--- src/rtl/serial_add_sub.sv ---
`default_nettype none
// ============================================================================
// Module      : serial_add_sub
// Description : Bit-serial adder/subtractor. A single full-adder cell with a
//               registered carry consumes one operand bit pair per cycle,
//               LSB first, and assembles a WIDTH-bit result over WIDTH
//               cycles. Handshake is start / busy / done.
// Revision    : 1.0 - initial release
// ============================================================================
module serial_add_sub #(
    parameter int WIDTH = 8
) (
    input  logic             clk,
    input  logic             rst,
    input  logic             start,
    input  logic             sub,
    input  logic [WIDTH-1:0] a,
    input  logic [WIDTH-1:0] b,
    output logic             busy,
    output logic             done,
    output logic [WIDTH-1:0] result,
    output logic             cout,
    output logic             overflow
);

    // Bit counter only ever needs to reach WIDTH-1
    localparam int                 C_CNT_W   = (WIDTH > 2) ? $clog2(WIDTH) : 1;
    localparam logic [C_CNT_W-1:0] C_CNT_ONE = C_CNT_W'(1);
    localparam logic [C_CNT_W-1:0] C_LAST    = C_CNT_W'(WIDTH - 1);

    // Two-state controller
    localparam logic [0:0] C_IDLE = 1'b0;
    localparam logic [0:0] C_RUN  = 1'b1;

    logic [0:0]       r_state;
    logic [WIDTH-1:0] r_a_sh;
    logic [WIDTH-1:0] r_b_sh;
    logic             r_carry;
    logic [C_CNT_W-1:0] r_cnt;
    // Holds the WIDTH-1 low result bits produced so far; the final bit comes
    // straight from the adder cell on the completing edge.
    logic [WIDTH-2:0] r_res_sh;
    logic [WIDTH-1:0] r_result;
    logic             r_cout;
    logic             r_overflow;
    logic             r_done;

    logic             w_s;
    logic             w_c;
    logic [WIDTH-2:0] w_res_sh_next;
    logic [WIDTH-1:0] w_result_full;
    logic             w_last;

    // Full-adder cell on the current LSBs and the registered carry
    always_comb begin
        w_s = r_a_sh[0] ^ r_b_sh[0] ^ r_carry;
        w_c = (r_a_sh[0] & r_b_sh[0]) | (r_a_sh[0] & r_carry) | (r_b_sh[0] & r_carry);
    end

    // Partial-result shift: new sum bit enters at the top
    generate
        if (WIDTH == 2) begin : g_res_narrow
            assign w_res_sh_next = w_s;
        end else begin : g_res_wide
            assign w_res_sh_next = {w_s, r_res_sh[WIDTH-2:1]};
        end
    endgenerate

    assign w_result_full = {w_s, r_res_sh};
    assign w_last        = (r_cnt == C_LAST);

    // Controller, operand shifters, carry, counter and output registers
    always_ff @(posedge clk) begin
        if (rst) begin
            r_state    <= C_IDLE;
            r_a_sh     <= '0;
            r_b_sh     <= '0;
            r_carry    <= 1'b0;
            r_cnt      <= '0;
            r_res_sh   <= '0;
            r_result   <= '0;
            r_cout     <= 1'b0;
            r_overflow <= 1'b0;
            r_done     <= 1'b0;
        end else begin
            r_done <= 1'b0;
            case (r_state)
                C_IDLE: begin
                    if (start) begin
                        // Subtract as a + ~b + 1: invert b, seed carry with 1
                        r_a_sh   <= a;
                        r_b_sh   <= sub ? ~b : b;
                        r_carry  <= sub;
                        r_res_sh <= '0;
                        r_cnt    <= '0;
                        r_state  <= C_RUN;
                    end
                end
                C_RUN: begin
                    r_a_sh   <= {1'b0, r_a_sh[WIDTH-1:1]};
                    r_b_sh   <= {1'b0, r_b_sh[WIDTH-1:1]};
                    r_res_sh <= w_res_sh_next;
                    r_carry  <= w_c;
                    r_cnt    <= r_cnt + C_CNT_ONE;
                    if (w_last) begin
                        // r_carry here is the carry into the sign bit
                        r_result   <= w_result_full;
                        r_cout     <= w_c;
                        r_overflow <= r_carry ^ w_c;
                        r_done     <= 1'b1;
                        r_cnt      <= '0;
                        r_state    <= C_IDLE;
                    end
                end
                default: r_state <= C_IDLE;
            endcase
        end
    end

    assign busy     = (r_state == C_RUN);
    assign done     = r_done;
    assign result   = r_result;
    assign cout     = r_cout;
    assign overflow = r_overflow;

endmodule
`default_nettype wire
--- config.mk ---
export PLATFORM = sky130hd
export DESIGN_NAME = serial_add_sub
export DESIGN_NICKNAME = d
export VERILOG_FILES = /design/src/rtl/serial_add_sub.sv
export SDC_FILE = /design/constraint.sdc
export NUM_CORES = 1
export LEC_CHECK = 0
export ABC_CLOCK_PERIOD_IN_PS = 1700
export CORE_ASPECT_RATIO = 2
export CORE_MARGIN = 10
export CORE_UTILIZATION = 50
export DETAILED_ROUTE_END_ITERATION = 7
export PLACE_DENSITY_LB_ADDON = 0.25
export SYNTH_ARGS = -nofsm -noshare
export SYNTH_HDL_FRONTEND = slang
export SYNTH_SLANG_ARGS = --single-unit
--- constraint.sdc ---
create_clock -name clk -period 1.7 [get_ports clk]
set_input_delay 0.34 -clock clk [delete_from_list [all_inputs] [get_ports clk]]
set_output_delay 0.34 -clock clk [all_outputs]
set_load 0.005 [all_outputs]
Word-level counts from Yosys, hierarchy flattened
Cells that the tools add are included.
- add/sub/neg operators: 1
- eq/ne operators: 2
- mux-type cells: 16
- bitwise gates (word level): 10
- reduce and logical (&&, ||, !) cells: 2
- operators by type and width (operator ; number):
    case mux 8 bit (2 select lines) ; 2
    2-to-1 mux 8 bit ; 3
    case mux 7 bit (2 select lines) ; 1
    inverter 8 bit ; 1
    2-to-1 mux 7 bit ; 1
    2-to-1 mux 3 bit ; 2
    case mux 3 bit (2 select lines) ; 1
    2-to-1 mux 1 bit ; 4
    case mux 1 bit (2 select lines) ; 2
    adder 3 x 1 -> 3 bit (second input constant) ; 1
    AND 1 bit ; 3
    equality test 3 bit (second input constant) ; 1
    XOR 1 bit ; 3
    inequality test 2 bit (second input constant) ; 1
    bitwise OR 1 bit ; 2
    AND reduction 2 bit ; 1
    OR reduction 2 bit ; 1
    inverter 1 bit ; 1
- register bits after elaboration: 39
- output and inout bits: 12
- logic and storage cells: 41

Longest topological paths before layout
Gate-level depths: netlist of run 1.
- word-level depth: 4
- mapped depth: 5

Worst setup path after synthesis of run 1
Ideal clock, no wire load.
- kind: reg2reg
- from: register r_cnt[0]
- to: register r_overflow (netlist: overflow)
- data arrival time: 1.218 ns
- required time: 1.609 ns
- path slack: 0.391 ns
- cell stages (with the launch flop): 6
- buffers on the path: 1
- period minus slack after synthesis: 1.309 ns
- cell sequence: dfxtp_1 ha_1 ha_1 clkbuf_1 a21oi_1 a311oi_1
- cells in the longest elaborated chain, start to end: 2
- RTL lines (item ; line ; source):
    start, declared ; 39 ; logic [C_CNT_W-1:0] r_cnt;
    start signal, assigned ; 104 ; r_cnt <= r_cnt + C_CNT_ONE;
    equality test 3 bit ; 70 ; assign w_last = (r_cnt == C_LAST);
    AND reduction 2 bit (no line) ; - ;
    end signal, assigned ; 109 ; r_overflow <= r_carry ^ w_c;
    end, declared ; 45 ; logic r_overflow;
Every way passes these cells.
A chain may end at the register's enable or synchronous reset.

Worst setup path in the final report of run 1
- from: register r_state (netlist: busy)
- to: output busy
- RTL lines (item ; line ; source):
    start, declared ; 35 ; logic [0:0] r_state;
    start signal, assigned ; 75 ; r_state <= C_IDLE;
    start signal, assigned ; 96 ; r_state <= C_RUN;
    start signal, assigned ; 112 ; r_state <= C_IDLE;
    end, declared ; 19 ; output logic busy,
No word-level cell between the ends.

==> results_dict.tcl, run 1 <==
set metrics [dict create \
    num_antenna_cells 0 \
    worst_ep_required_time_ns 1.36 \
    cp_data_arrival_time_ns 1.26 \
    crit_chain "clkdlybuf4s50_1" \
    drv_slew 0 \
    ir_drop_uv 596 \
    status "finished, final reports clean" \
    netlist-cell-type-count 25 \
    clock_skew_ns 0.00499 \
    synthesis.area_um2 1830 \
    fin_ws_ns 0.0968 \
    hold_buffers 0 \
    min-delay-path-class "register to register" \
    post-route-period-util 0.943 \
    htreeDepth 2 \
    tightest_slew_ns 0.342 \
    hold_viol 0 \
    clock_tree.root_cell "clkbuf_8" \
    p_leak_nw 0.814 \
    setup_violations 0 \
    core_um2 3570 \
    hold_slack_ns 0.471 \
    routed_wirelength_um 3860 \
    grt_pass1_vias 1422 \
    first_pass_iters 4 \
    place_ws_ns -0.00887 \
    cts_tree "yes" \
    worst_setup_path_end_kind "output pin" \
    dpl.hpwl_um 2860 \
    most-common-layout-cells "dfxtp_1 (38), clkdlybuf4s50_1 (31), a21oi_1 (21)" \
    max_slew_margin 0.772 \
    nets 239 \
    path_class "register to output pin" \
    core.rowCount 31 \
    antenna_found_initial 0 \
    synth-seq-area-share 0.427 \
    syn_area_per_cell_um2 9.83 \
    layout_min_cycle_time_ns 1.60 \
    place_area_um2 2180 \
    die_area_um2 6620 \
    drc 0 \
    crit_family "buffers and inverters" \
    design_area_um2 2270 \
    grt_overflow 0 \
    grt_max_degree 53 \
    drtIter0Drc 24 \
    avgRoutedWirePerCell_um 14.6 \
    die_w_um 62.8 \
    drive_gt1_frac 0.134 \
    viasPerCell 5.49 \
    cts_inserted_buffers 5 \
    vias 1454 \
    p_per_area_nw_per_um2 808 \
    final_common_cell "dfxtp_1" \
    fmax_ghz 0.624 \
    start_util 0.512 \
    cts_buffer_depth 2 \
    final.fill_count 326 \
    slowest_delay_ns 0.53 \
    seqCellArea_um2 785 \
    grt_usage 0.119 \
    cp_num_buf_inv 1 \
    rsz0062_at_grt "no" \
    synthesis.nets 210 \
    yosys_warnings 0 \
    synth_seq_cells 39 \
    slowest_stage "clkdlybuf4s50_1" \
    maxCapViolations 0 \
    cts_sinks 39 \
    startpoint_type "register" \
    portBuffers 31 \
    netlist_instances 186 \
    die_h_um 106 \
    multiInputGateArea_um2 926 \
    clk_pin_slew_ns 0.08 \
    num_io_pins 32 \
    worst-path-max-fanout 15 \
    grt_pass1_wl_um 6520 \
    gp_congestion 0.809 \
    clk_latency_ns 0.29 \
    syn_to_final_growth_pct 24.2 \
    drtAntennaViolNets 0 \
    fin_util 0.636 \
]
[cell families (layout without fill, tap and decap cells)]
| kind of cell | count (synthesis) | in the layout | share of synthesized area |
|---|---|---|---|
| AO/OA/AOI/OAI | 47 | 47 | 0.186 |
| buffers and inverters | 20 | 50 | 0.0664 |
| AND/OR/NAND/NOR | 58 | 58 | 0.196 |
| multiplexers | 9 | 9 | 0.0493 |
| XOR/XNOR | 9 | 9 | 0.0431 |
| flip-flops | 39 | 39 | 0.427 |
| adder cells (fa/ha/maj) | 4 | 4 | 0.0315 |
[final timing paths]
| kind | end | slack [ns] | cells after the start | start |
|---|---|---|---|---|
| min reg2reg | r_res_sh[4] | 0.47 | 2 | r_res_sh[5] |
| max reg2reg | result[6] | 0.31 | 5 | r_cnt[0] |
| min | r_res_sh[4] | 0.47 | 2 | r_res_sh[5] |
| max | busy | 0.1 | 1 | busy |
[worst min-delay path, delay by kind of cell, from the launching register on]
kind             cells  cell delay, ns
AO/OA/AOI/OAI        1            0.05
flip-flops           1            0.33
AND/OR/NAND/NOR      1            0.06
[layout make-up]
type                       instances  share of cell area
clock inverter                     3             0.00662
multi-input combinational        127               0.408
clock buffer                       5              0.0303
timing repair buffer              41               0.181
tap                               49              0.0270
sequential                        39               0.346
inverter                           1             0.00165
[cell usage after synthesis]
library cell  instances  area [um2]
nor2b_1               8        50.1
clkbuf_1              6        22.5
xnor2_1               9        78.8
buf_2                 3        15.0
a211oi_1              8        60.1
or4b_1                7        70.1
mux2i_1               9        90.1
nor2_1                2        7.51
or3b_1               12         105
a21bo_2               9        90.1
a2111oi_2             1        15.0
buf_4                 7        52.6
buf_6                 2        22.5
a311oi_1              1        8.76
nand3_1               9        45.0
a21oi_1              21         105
nand2_1              17        63.8
nand2b_1              2        12.5
ha_1                  3        37.5
dfxtp_1              39         781
clkbuf_2              1        5.00
inv_1                 1        3.75
o221ai_1              7        61.3
fa_1                  1        20.0
nor3_1                1        5.00
[per-stage QoR]
stage / total power [mW] / instances / setup TNS, ns
floorplan: 1.17 / 186 / 0
finish: 1.83 / 265 / 0
global placement: 1.25 / 257 / 0
detailed placement: 1.26 / 257 / -0.0141
CTS: 1.85 / 265 / 0
global route: 1.92 / 265 / 0
[where the power goes]
part	internal [mW]	total, mW	switching, mW
Sequential	0.956	0.989	0.0332
Combinational	0.134	0.251	0.117
Clock	0.281	0.594	0.313
[per-layer routing]
metal	global-route usage	wire (um)
met1	0.116	1480
met2	0.210	2070
met3	0.0445	216
met4	0.0659	88
met5	0	0
[repair_timing]
action | 4_1_cts | 5_1_grt
buffers inserted | 0 | 0
endpoints found under the setup margin | 1 | 0
gates resized for setup | 1 | 0
[flip-flops by register name (all words and copies together), names as in the netlist]
name and count:
r_a_sh 8, r_b_sh 8, result 8, r_res_sh 7
r_cnt 3, busy 1, cout 1, done 1
overflow 1, r_carry 1
Note: power is estimated with default switching activity, not from simulation.
==> run 2: changes to the inputs <==
--- a/config.mk
+++ b/config.mk
@@ -8,9 +8,10 @@
 export ABC_CLOCK_PERIOD_IN_PS = 1700
 export CORE_ASPECT_RATIO = 2
 export CORE_MARGIN = 10
-export CORE_UTILIZATION = 50
+export CORE_UTILIZATION = 52
 export DETAILED_ROUTE_END_ITERATION = 7
 export PLACE_DENSITY_LB_ADDON = 0.25
+export REMOVE_ABC_BUFFERS = 1
 export SYNTH_ARGS = -nofsm -noshare
 export SYNTH_HDL_FRONTEND = slang
 export SYNTH_SLANG_ARGS = --single-unit
==> run 2 against run 1 <==
Worst setup slack better by 0.031 ns. Utilization rose by 4.4 points. Sequential share of layout area decreased by 0.41 points.
==> results_dict.tcl, run 2 (same netlist as run 1, synthesis figures left out) <==
set metrics [dict create \
    total_power_mw 2.03 \
    portBuffers 31 \
    hold_viol 0 \
    crit_chain "clkdlybuf4s50_1" \
    first_pass_iters 4 \
    slowest_stage "clkdlybuf4s50_1" \
    grt_pass1_vias 1497 \
    cts_sinks 39 \
    nets 241 \
    grt_overflow 0 \
    worst_ep_required_time_ns 1.36 \
    maxCapViolations 0 \
    drive_gt1_frac 0.142 \
    gp_congestion 0.778 \
    num_io_pins 32 \
    worst_setup_path_end_kind "output pin" \
    worst-path-max-fanout 15 \
    fin_util 0.680 \
    die_w_um 61.9 \
    grt_max_degree 30 \
    clk_latency_ns 0.29 \
    ir_drop_uv 877 \
    tightest_slew_ns 0.242 \
    dpl.hpwl_um 2760 \
    drtAntennaViolNets 0 \
    fmax_ghz 0.636 \
    antenna_found_initial 0 \
    cts_buffer_depth 2 \
    final_cells 250 \
    p_int_mw 1.57 \
    path_class "register to output pin" \
    rsz0062_at_grt "no" \
    grt_usage 0.126 \
    setup_tns_ns 0 \
    core_um2 3380 \
    die_h_um 104 \
    seqPwrFrac 0.486 \
    start_util 0.541 \
    routed_wirelength_um 3860 \
    core.rowCount 30 \
    clock_skew_ns 0.00890 \
    crit_family "buffers and inverters" \
    grt_pass1_wl_um 6460 \
    cp_num_buf_inv 1 \
    status "finished, final reports clean" \
    switching_power_uw 464 \
    dpl.cell_count 241 \
    cp_data_arrival_time_ns 1.23 \
    layout_min_cycle_time_ns 1.57 \
    slowest_delay_ns 0.52 \
    clock_tree.root_cell "clkbuf_8" \
    cts_tree "yes" \
    avgRoutedWirePerCell_um 15.4 \
    min-delay-path-class "register to register" \
    p_leak_nw 0.839 \
    pwr-share-comb 0.125 \
    startpoint_type "register" \
    drv_slew 0 \
    vias 1475 \
    reg2reg_slack_ns 0.33 \
    drc 0 \
    die_area_um2 6430 \
    setup_violations 0 \
    hold_buffers 0 \
    post-route-period-util 0.925 \
    final_common_cell "dfxtp_1" \
    clk_pin_slew_ns 0.08 \
    clkPwrFrac 0.389 \
    hold_slack_ns 0.476 \
    num_antenna_cells 0 \
    most-common-layout-cells "dfxtp_1 (38), clkdlybuf4s50_1 (31), a21oi_1 (21)" \
    htreeDepth 2 \
    viasPerCell 5.90 \
    drtIter0Drc 32 \
    cts_inserted_buffers 5 \
    p_per_area_nw_per_um2 885 \
    syn_to_final_growth_pct 25.7 \
    max_slew_margin 0.839 \
    p_sw_frac 0.228 \
]
## run 2: cell types whose count changed in the layout (fill, tap and decap cells not counted)
| cell | previous run | this run |
|---|---|---|
| buf_4 | 8 | 10 |
| bufinv_16 | 0 | 1 |
| clkbuf_8 | 5 | 6 |
| clkinv_2 | 3 | 1 |
## run 2: area by class of cell
cell class	instances	area, um2
Clock inverter	2	35.0
Sequential cell	39	785
Timing Repair Buffer	43	425
Fill cell	278	1080
Tap cell	32	40.0
Inverter	1	3.75
Multi-Input combinational cell	127	926
Clock buffer	6	82.6
## run 2: metrics by stage
step                setup WS (ns)  area [um2]
floorplan                  -0.222        1710
global placement         -0.00405        2170
detailed placement        -0.0487        2170
CTS                        0.0200        2290
global route               0.0710        2300
finish                      0.128        2300
## run 2: worst paths after layout
path	depth (start not counted)	from	endpoint
setup / recovery	1	busy	busy
hold / removal	2	r_res_sh[5]	r_res_sh[4]
setup reg to reg	5	r_cnt[0]	result[1]
hold reg to reg	2	r_res_sh[5]	r_res_sh[4]
## run 2: layer usage
metal / share of wire / global-route usage
met1: 0.41 / 0.135
met2: 0.52 / 0.212
met3: 0.045 / 0.0440
met4: 0.021 / 0.0498
met5: 0 / 0
## run 2: power by group through the flow
stage | Clock [mW] | Sequential (mW) | Combinational, mW
global route | 0.850 | 0.993 | 0.280
detailed placement | 0 | 1.01 | 0.246
floorplan | 0 | 1.02 | 0.102
finish | 0.791 | 0.987 | 0.255
CTS | 0.804 | 0.992 | 0.248
global placement | 0 | 1.01 | 0.238
## run 2: what timing repair did
item	4_1_cts	5_1_grt
gates resized for setup	1	0
setup buffers	0	1
pin swaps	0	0
endpoints found under the setup margin	1	1
